<file path="src/rtl/dsram_arbiter_pkg.sv">
// Shared widths, port indices and defaults for the data-SRAM arbiter.
package dsram_arbiter_pkg;

  localparam int ADDR_W         = 32;
  localparam int DATA_W         = 32;
  localparam int WEN_W          = 4;
  localparam int PORT0          = 0;
  localparam int PORT1          = 1;
  localparam int WAIT_LIMIT_DEF = 4;

  // One-hot grant encoding produced by the picker.
  typedef enum logic [1:0] {
    GNT_NONE = 2'b00,
    GNT_P0   = 2'b01,
    GNT_P1   = 2'b10
  } gnt_e;

  // Width of a counter that must hold 0..limit inclusive.
  function automatic int cnt_width(input int limit);
    return (limit < 2) ? 1 : $clog2(limit + 1);
  endfunction

endpackage

</file>
<file path="src/rtl/dsram_arbiter_if.sv">
// Request/grant/return bundle for the two requesters sharing the data SRAM.
interface dsram_arbiter_if;
  import dsram_arbiter_pkg::*;

  logic              p0_req;
  logic [WEN_W-1:0]  p0_wen;
  logic [ADDR_W-1:0] p0_addr;
  logic [DATA_W-1:0] p0_wdata;
  logic              p0_gnt;
  logic              p0_rvalid;
  logic [DATA_W-1:0] p0_rdata;

  logic              p1_req;
  logic [WEN_W-1:0]  p1_wen;
  logic [ADDR_W-1:0] p1_addr;
  logic [DATA_W-1:0] p1_wdata;
  logic              p1_gnt;
  logic              p1_rvalid;
  logic [DATA_W-1:0] p1_rdata;

  // Requester side.
  modport master (
    output p0_req, p0_wen, p0_addr, p0_wdata,
    input  p0_gnt, p0_rvalid, p0_rdata,
    output p1_req, p1_wen, p1_addr, p1_wdata,
    input  p1_gnt, p1_rvalid, p1_rdata
  );

  // Arbiter side.
  modport slave (
    input  p0_req, p0_wen, p0_addr, p0_wdata,
    output p0_gnt, p0_rvalid, p0_rdata,
    input  p1_req, p1_wen, p1_addr, p1_wdata,
    output p1_gnt, p1_rvalid, p1_rdata
  );

endinterface

</file>
<file path="src/rtl/dsram_rr_pick.sv">
// Two-input grant picker: single requester always wins; on contention
// force1 selects port 1, otherwise prio picks the preferred port.
module dsram_rr_pick
  import dsram_arbiter_pkg::*;
(
  input  logic [1:0] req,
  input  logic       prio,
  input  logic       force1,
  output logic [1:0] gnt
);

  // Resolve the one-hot grant from the request pair.
  always_comb begin
    gnt = GNT_NONE;
    case (req)
      2'b01:   gnt = GNT_P0;
      2'b10:   gnt = GNT_P1;
      2'b11:   gnt = (force1 || prio) ? GNT_P1 : GNT_P0;
      default: gnt = GNT_NONE;
    endcase
  end

endmodule

</file>
<file path="src/rtl/dsram_arbiter.sv">
// Arbiter for two requesters sharing one synchronous data SRAM. Grants are
// combinational; read data returns one cycle later to the owning port.
module dsram_arbiter
  import dsram_arbiter_pkg::*;
#(
  parameter int WAIT_LIMIT = WAIT_LIMIT_DEF,
  parameter bit RR_EN      = 1'b1
) (
  input  logic              clk,
  input  logic              rst,
  input  logic              flush,
  dsram_arbiter_if.slave    bus,
  output logic              data_sram_en,
  output logic [WEN_W-1:0]  data_sram_wen,
  output logic [ADDR_W-1:0] data_sram_addr,
  output logic [DATA_W-1:0] data_sram_wdata,
  input  logic [DATA_W-1:0] data_sram_rdata,
  output logic              stallreq
);

  localparam int              CNT_W = cnt_width(WAIT_LIMIT);
  localparam logic [CNT_W-1:0] LIMIT = CNT_W'(WAIT_LIMIT);

  // Saturating increment for the p1 starvation counter.
  function automatic logic [CNT_W-1:0] sat_inc(input logic [CNT_W-1:0] v);
    return (v >= LIMIT) ? LIMIT : v + CNT_W'(1);
  endfunction

  logic             prio_q;
  logic [CNT_W-1:0] wait_cnt_q;
  logic             vld_p1;
  logic             rd_owner_p1;
  logic             kill_p1;

  logic [1:0] req;
  logic [1:0] pick;
  logic [1:0] gnt;
  logic       prio_eff;
  logic       force1;
  logic       rd_gnt;

  assign req      = {bus.p1_req, bus.p0_req};
  assign prio_eff = RR_EN ? prio_q : 1'b0;
  assign force1   = !RR_EN && (wait_cnt_q == LIMIT);

  dsram_rr_pick u_pick (
    .req    (req),
    .prio   (prio_eff),
    .force1 (force1),
    .gnt    (pick)
  );

  // ---- stage p0: grant and SRAM issue ----
  // Reset forces every grant low regardless of requests.
  assign gnt        = pick & {2{rst}};
  assign bus.p0_gnt = gnt[PORT0];
  assign bus.p1_gnt = gnt[PORT1];
  assign stallreq   = rst && bus.p0_req && !gnt[PORT0];
  assign rd_gnt     = (gnt[PORT0] && (bus.p0_wen == '0)) ||
                      (gnt[PORT1] && (bus.p1_wen == '0));

  // Drive the SRAM from whichever port holds the grant, zero when idle.
  always_comb begin
    data_sram_en    = 1'b0;
    data_sram_wen   = '0;
    data_sram_addr  = '0;
    data_sram_wdata = '0;
    if (gnt[PORT0]) begin
      data_sram_en    = 1'b1;
      data_sram_wen   = bus.p0_wen;
      data_sram_addr  = bus.p0_addr;
      data_sram_wdata = bus.p0_wdata;
    end else if (gnt[PORT1]) begin
      data_sram_en    = 1'b1;
      data_sram_wen   = bus.p1_wen;
      data_sram_addr  = bus.p1_addr;
      data_sram_wdata = bus.p1_wdata;
    end
  end

  // Arbitration state: round-robin pointer and p1 starvation counter.
  always_ff @(posedge clk or negedge rst) begin
    if (!rst) begin
      prio_q     <= 1'b0;
      wait_cnt_q <= '0;
    end else begin
      // After a grant the pointer prefers the port that lost.
      if (RR_EN && (gnt != 2'b00)) prio_q <= gnt[PORT0];
      if (!RR_EN) begin
        if (gnt[PORT1] || !bus.p1_req) wait_cnt_q <= '0;
        else                           wait_cnt_q <= sat_inc(wait_cnt_q);
      end
    end
  end

  // Track the read issued this cycle so its data can be steered next cycle.
  always_ff @(posedge clk or negedge rst) begin
    if (!rst) begin
      vld_p1      <= 1'b0;
      rd_owner_p1 <= 1'b0;
      kill_p1     <= 1'b0;
    end else begin
      vld_p1      <= rd_gnt;
      rd_owner_p1 <= gnt[PORT1];
      kill_p1     <= flush && gnt[PORT0];
    end
  end

  // ---- stage p1: read return ----
  // A flush in either the issue or return cycle squashes p0 data only.
  assign bus.p0_rvalid = rst && vld_p1 && !rd_owner_p1 && !flush && !kill_p1;
  assign bus.p1_rvalid = rst && vld_p1 && rd_owner_p1;
  assign bus.p0_rdata  = data_sram_rdata;
  assign bus.p1_rdata  = data_sram_rdata;

endmodule

</file>
<file path="src/flat_wrapper.sv">
// flat-port wrapper written by rule: the top's interface ports become plain ports
module dsram_arbiter_flat import dsram_arbiter_pkg::*;
#(
  parameter int WAIT_LIMIT = WAIT_LIMIT_DEF,
  parameter bit RR_EN      = 1'b1
)
  (clk, rst, flush, data_sram_en, data_sram_wen, data_sram_addr, data_sram_wdata, data_sram_rdata, stallreq, bus_p0_req, bus_p0_wen, bus_p0_addr, bus_p0_wdata, bus_p0_gnt, bus_p0_rvalid, bus_p0_rdata, bus_p1_req, bus_p1_wen, bus_p1_addr, bus_p1_wdata, bus_p1_gnt, bus_p1_rvalid, bus_p1_rdata);
  dsram_arbiter_if bus_i ();
  input  logic clk;
  input  logic rst;
  input  logic flush;
  output logic data_sram_en;
  output logic [WEN_W-1:0] data_sram_wen;
  output logic [ADDR_W-1:0] data_sram_addr;
  output logic [DATA_W-1:0] data_sram_wdata;
  input  logic [DATA_W-1:0] data_sram_rdata;
  output logic stallreq;
  input wire logic [$bits(bus_i.p0_req)-1:0] bus_p0_req;
  input wire logic [$bits(bus_i.p0_wen)-1:0] bus_p0_wen;
  input wire logic [$bits(bus_i.p0_addr)-1:0] bus_p0_addr;
  input wire logic [$bits(bus_i.p0_wdata)-1:0] bus_p0_wdata;
  output wire logic [$bits(bus_i.p0_gnt)-1:0] bus_p0_gnt;
  output wire logic [$bits(bus_i.p0_rvalid)-1:0] bus_p0_rvalid;
  output wire logic [$bits(bus_i.p0_rdata)-1:0] bus_p0_rdata;
  input wire logic [$bits(bus_i.p1_req)-1:0] bus_p1_req;
  input wire logic [$bits(bus_i.p1_wen)-1:0] bus_p1_wen;
  input wire logic [$bits(bus_i.p1_addr)-1:0] bus_p1_addr;
  input wire logic [$bits(bus_i.p1_wdata)-1:0] bus_p1_wdata;
  output wire logic [$bits(bus_i.p1_gnt)-1:0] bus_p1_gnt;
  output wire logic [$bits(bus_i.p1_rvalid)-1:0] bus_p1_rvalid;
  output wire logic [$bits(bus_i.p1_rdata)-1:0] bus_p1_rdata;
  assign bus_i.p0_req = bus_p0_req;
  assign bus_i.p0_wen = bus_p0_wen;
  assign bus_i.p0_addr = bus_p0_addr;
  assign bus_i.p0_wdata = bus_p0_wdata;
  assign bus_p0_gnt = bus_i.p0_gnt;
  assign bus_p0_rvalid = bus_i.p0_rvalid;
  assign bus_p0_rdata = bus_i.p0_rdata;
  assign bus_i.p1_req = bus_p1_req;
  assign bus_i.p1_wen = bus_p1_wen;
  assign bus_i.p1_addr = bus_p1_addr;
  assign bus_i.p1_wdata = bus_p1_wdata;
  assign bus_p1_gnt = bus_i.p1_gnt;
  assign bus_p1_rvalid = bus_i.p1_rvalid;
  assign bus_p1_rdata = bus_i.p1_rdata;
  dsram_arbiter #(.WAIT_LIMIT(WAIT_LIMIT), .RR_EN(RR_EN)) u_core (.clk(clk), .rst(rst), .flush(flush), .bus(bus_i), .data_sram_en(data_sram_en), .data_sram_wen(data_sram_wen), .data_sram_addr(data_sram_addr), .data_sram_wdata(data_sram_wdata), .data_sram_rdata(data_sram_rdata), .stallreq(stallreq));
endmodule
</file>
<file path="config.mk">
export PLATFORM = sky130hd
export DESIGN_NAME = dsram_arbiter_flat
export DESIGN_NICKNAME = d
export VERILOG_FILES = /design/src/rtl/dsram_arbiter_pkg.sv /design/src/rtl/dsram_arbiter_if.sv /design/src/rtl/dsram_rr_pick.sv /design/src/rtl/dsram_arbiter.sv /design/src/flat_wrapper.sv
export SDC_FILE = /design/constraint.sdc
export NUM_CORES = 1
export LEC_CHECK = 0
export ABC_AREA = 1
export BUFFER_PORTS_ARGS = -buffer_cell sky130_fd_sc_hd__buf_4
export CAP_MARGIN = 20
export CORE_AREA = 4 4 118 120
export CTS_BUF_LIST = sky130_fd_sc_hd__clkbuf_16
export CTS_CLUSTER_SIZE = 16
export DETAILED_ROUTE_END_ITERATION = 7
export DIE_AREA = 0 0 122 124
export HOLD_SLACK_MARGIN = 0.06
export SYNTH_ARGS = -nofsm -noshare
export SYNTH_HDL_FRONTEND = slang
export SYNTH_SLANG_ARGS = --single-unit
export TNS_END_PERCENT = 5
</file>
<file path="constraint.sdc">
create_clock -name clk -period 2.44 [get_ports clk]
set_input_delay 0 -clock clk [delete_from_list [all_inputs] [get_ports clk]]
set_output_delay 0 -clock clk [all_outputs]
set_load 0.01 [all_outputs]
</file>
**Word-level counts from Yosys, hierarchy flattened**

Cells that the tools add are included.

- $add $sub $neg: 0
- $mul: 0
- Div/mod/pow operators: 0
- Order comparisons: 0
- Equality and inequality tests: 3
- Shift operators: 0
- Mux-type cells: 10
- Bitwise operators: 1
- Reduce and logical (&&, ||, !) cells: 18

Operators with widths:

| cell | number |
|---|---|
| 32-bit two-way mux | 4 |
| 1-bit logical AND | 10 |
| 4-bit zero test | 2 |
| 4-bit two-way mux | 2 |
| 2-bit case mux with 3 select lines | 1 |
| 2-bit equality test, second input constant | 2 |
| 1-bit zero test | 4 |
| 2-bit bitwise AND | 1 |
| 2-bit by 1-bit equality test with 1-bit output, second input constant | 1 |
| 1-bit two-way mux | 2 |
| 2-bit two-way mux | 1 |
| 2-bit nonzero test | 1 |
| 1-bit logical OR | 1 |

- Register bits after elaboration: 4
- Bits in latches: 0
- RAM bits: 0
- Memory bits (read-only): 0
- Input bits: 173
- Memories: 0

**Longest topological paths before layout**

- Depth in word-level cells: 5
- Gate-level depth with buffers: 6
- Mapped depth without buffers: 5

**Cells and area by module**

From an unflattened synthesis, not the netlist that was laid out.

- Cells, all modules: 328
- Area, all modules: 1910.6 sq um

By module, submodules not included:

| module | times used | cells each | area each (sq um) | seq. area each (sq um) |
|---|---|---|---|---|
| dsram_arbiter | 1 | 319 | 1875.5 | 100.1 |
| dsram_rr_pick | 1 | 9 | 35.0 | 0.0 |

**Worst setup path after synthesis**

No wires, ideal clock.

- Path kind: reg2out
- Start: register u_core.prio_q, in the netlist u_core.prio_eff
- End: output data_sram_wdata[22]
- Data arrival time: 1.030 ns
- Required time: 2.440 ns
- Path slack: 1.410 ns
- Cell stages (with the launch flop): 7
- Path buffers: 1
- Cells stage by stage: dfrtp_1 nand2_1 inv_1 nor2_2 buf_2 nand2_1 nand2_1

RTL lines:

| what | RTL line | source |
|---|---|---|
| start: declaration | dsram_arbiter.sv:29 | `logic prio_q;` |
| start signal: assignment | dsram_arbiter.sv:88 | `if (RR_EN && (gnt != 2'b00)) prio_q <= gnt[PORT0];` |
| 2-bit two-way mux | dsram_rr_pick.sv:18 | `2'b11: gnt = (force1 \|\| prio) ? GNT_P1 : GNT_P0;` |
| 2-bit case mux with 3 select lines | dsram_rr_pick.sv:15 | `case (req)` |
| 2-bit bitwise AND | dsram_arbiter.sv:55 | `assign gnt = pick & {2{rst}};` |
| named net bus_p0_gnt | flat_wrapper.sv:22 | `output wire logic [$bits(bus_i.p0_gnt)-1:0] bus_p0_gnt;` |
| 32-bit two-way mux | dsram_arbiter.sv:68 | `if (gnt[PORT0]) begin` |
| end: declaration | flat_wrapper.sv:15 | `output logic [DATA_W-1:0] data_sram_wdata;` |

The timed path passes the listed nets, and every way through them passes these cells.

**Final worst setup path**

- Start: input rst
- End: output data_sram_addr[5]

- Cells in the longest elaborated chain, start to end: 3

Ends and longest elaborated chain:

| what | RTL line | source |
|---|---|---|
| start: declaration | flat_wrapper.sv:10 | `input logic rst;` |
| 2-bit bitwise AND * | dsram_arbiter.sv:55 |  |
| 32-bit two-way mux | dsram_arbiter.sv:73 | `end else if (gnt[PORT1]) begin` |
| 32-bit two-way mux * | dsram_arbiter.sv:68 |  |
| end: declaration | flat_wrapper.sv:14 | `output logic [ADDR_W-1:0] data_sram_addr;` |

Every way passes the cells marked *; elsewhere a longest branch is shown, timed or not.

==> reports/metrics.cfg <==
[outcome]
status=completed

[drt]
wl_met3_microns=1060
drtPass1Iterations=4
finalWirelength_microns=7910
wl_met1_microns=2800
viasPerCell=3.51
wl_per_cell_microns=11.8
highest_layer=met4
route.detailed.drc=0
vias=2364
route.met2.wl_microns=3990
drt_first_iter_violations=57
ant_nets=0

[global_routing]
grt_pass1_wl_microns=10800
grt_max_degree=71
grt-ovfl-total=0
grt_pass1_vias=2169
grt_usage_pct=8.96
antenna_found_initial=0

[critical_path]
cp_cell_sequence=dlygate4sd3_1 > buf_4 > nand2_1 > nor2_4 > buf_12 > nand2_1 > nand2_1 > buf_4
cp-end-kind=output port
cp_slowest_stage_delay_ns=0.55
worstPathBufferInverterCount=4
cp_common_cell=nand2_1
startpoint_type=input port
crit_type=input port to output port
cp_slowest_cell=dlygate4sd3_1
arrival_ns=1.70
critPathTopFamily=buffers and inverters
r2r_slack_ns=1.29
crit_required_ns=2.44
crit_fanout=70

[yosys]
syn-cell-area_sq_um=1560
syn_inst=321
netlist.area_leader.share_pct=52.3
yosys.area.top_type=nand2_1
syn_avg_cell_area_sq_um=4.85
synth-seq-cells=4
postSynthNetCount=494
ys_types=10
yosysSeqAreaShare_pct=6.43
synthTopCellsByArea=nand2_1 (52%), buf_4 (31%), dfrtp_1 (6.4%)
synth_warnings=0

[die]
die_h_microns=124
io_pins=311
rows=42
dieArea_sq_um=15100
start_util_pct=12.0
core-area_sq_um=13000
die_x_microns=122

[final_layout]
area_growth_syn_to_layout_pct=113
fin_nets=672
final_common_cell=nand2_1
n_antenna_cell=0
drive_gt1_share_pct=44.5
postLayoutCellArea_sq_um=3310
final_cell_mix=nand2_1 (217), buf_4 (214), dlygate4sd3_1 (35), inv_1 (13), nor2_1 (5)

[timing]
worstMarginPinSlew_ns=0.311
finalMaxSlewViolations=0
hold_ws_ns=0.108
fin_skew_ns=0.00160
rsz0062_at_grt=false
period_minus_slack_ns=1.70
clock.fmax_ghz=0.588
finalCritPeriodShare_pct=69.6
fin_tns_setup_ns=0
finalSetupViolCount=0
hold_viol_final=0
slew_headroom_pct=79.3

[placed_design]
hpwlAfterDp_microns=5860
io_buffers=214
placedInstanceArea_sq_um=2890
gp_congestion=0.678

[min_path]
worstHoldPathType=input port to flop

[power_and_ir_drop]
power_frac_comb_pct=64.7
p_sw_share_pct=33.9
power.share.clock_pct=27.4
p_int_uw=606
p_per_area_nw_per_um2=277
switching_power_uw=310
leakage_uw=0.00199
seqPwrFrac_pct=7.9
vdd.ir_drop.worst_mv=0.175

[cts]
cts_buffers=3
htreeDepth=1
clk_latency_ns=0.22
clk_pin_slew_ns=0.03
cts_root_buf=clkbuf_16
cts_tree=yes
cts.path.max_buffers=2
clock_sinks=4

[flow_run]
cap_violations=0

worst reg2reg max path: stages, from the launching register on:
cell and delay, ns:
dfrtp_1 0.36, nand2_1 0.08, inv_1 0.06, nor2_4 0.11, buf_12 0.29, nand2_1 0.10
nand2_1 0.07
power groups by stage:
stage	Sequential [uW]	Combinational, uW	Clock (uW)
global route	73.1	648	263
finish	72.5	592	251
CTS	72.5	598	258
detailed placement	73.1	508	0
floorplan	72.8	276	0
global placement	73.0	506	0
repair_timing:
item                                    in CTS  in global routing
gates resized for setup                      0                  0
endpoints found under the hold margin       70                  0
hold buffers                                35                  0
endpoints found under the setup margin       0                  0
buffers inserted                             0                  0
flip-flops by register name, indices dropped and copies added (netlist names):
name and cells:
u_core.kill_p1 1, u_core.vld_p1 1, u_core.rd_owner_p1 1, u_core.prio_eff 1
layer usage:
| layer | up-vias | GRT usage [%] |
|---|---|---|
| met5 | - | 0 |
| met4 | 0 | 1.96 |
| met3 | 4 | 3.72 |
| met2 | 150 | 15.8 |
| li1 | 1229 | - |
| met1 | 981 | 10.1 |
cells by family after synthesis:
| logic type | share of synthesized area [%] |
|---|---|
| AND/OR/NAND/NOR | 54.2 |
| AO/OA/AOI/OAI | 0.883 |
| flip-flops | 6.43 |
| buffers and inverters | 38.5 |
through the flow:
step / worst slack [ns] / utilization [%] / instances / power, uW
CTS: 0.787 / 25.5 / 673 / 929
finish: 0.741 / 25.5 / 673 / 916
global route: 0.630 / 25.5 / 673 / 984
floorplan: 1.41 / - / 321 / 349
detailed placement: 1.17 / 22.2 / 635 / 581
global placement: 1.19 / 22.2 / 635 / 579
final cells by class:
cell class                      count  area [sq um]
Multi-Input combinational cell    226           871
Tap cell                          176           220
Inverter                           13          48.8
Sequential cell                     4           100
Clock buffer                        3          75.1
Timing Repair Buffer              251          2000
Fill cell                        1438          9670
synthesized netlist by cell type, drive strengths merged:
| master | count |
|---|---|
| nand2 | 217 |
| buf | 78 |
| inv | 13 |
| nor2 | 6 |
| dfrtp | 4 |
| a21oi | 1 |
| nor3 | 1 |
| o21ai | 1 |
final timing paths:
kind,endpoint,cells after the start,startpoint
setup / recovery,data_sram_addr[5],8,rst
hold / removal,u_core.rd_owner_p1,3,bus_p1_req
setup reg to reg,u_core.vld_p1,6,u_core.prio_eff
hold reg to reg,u_core.rd_owner_p1,2,u_core.prio_eff
max in group asynchronous,u_core.kill_p1,2,rst
min in group asynchronous,u_core.vld_p1,2,rst
Note: power is estimated with default switching activity, not from simulation.
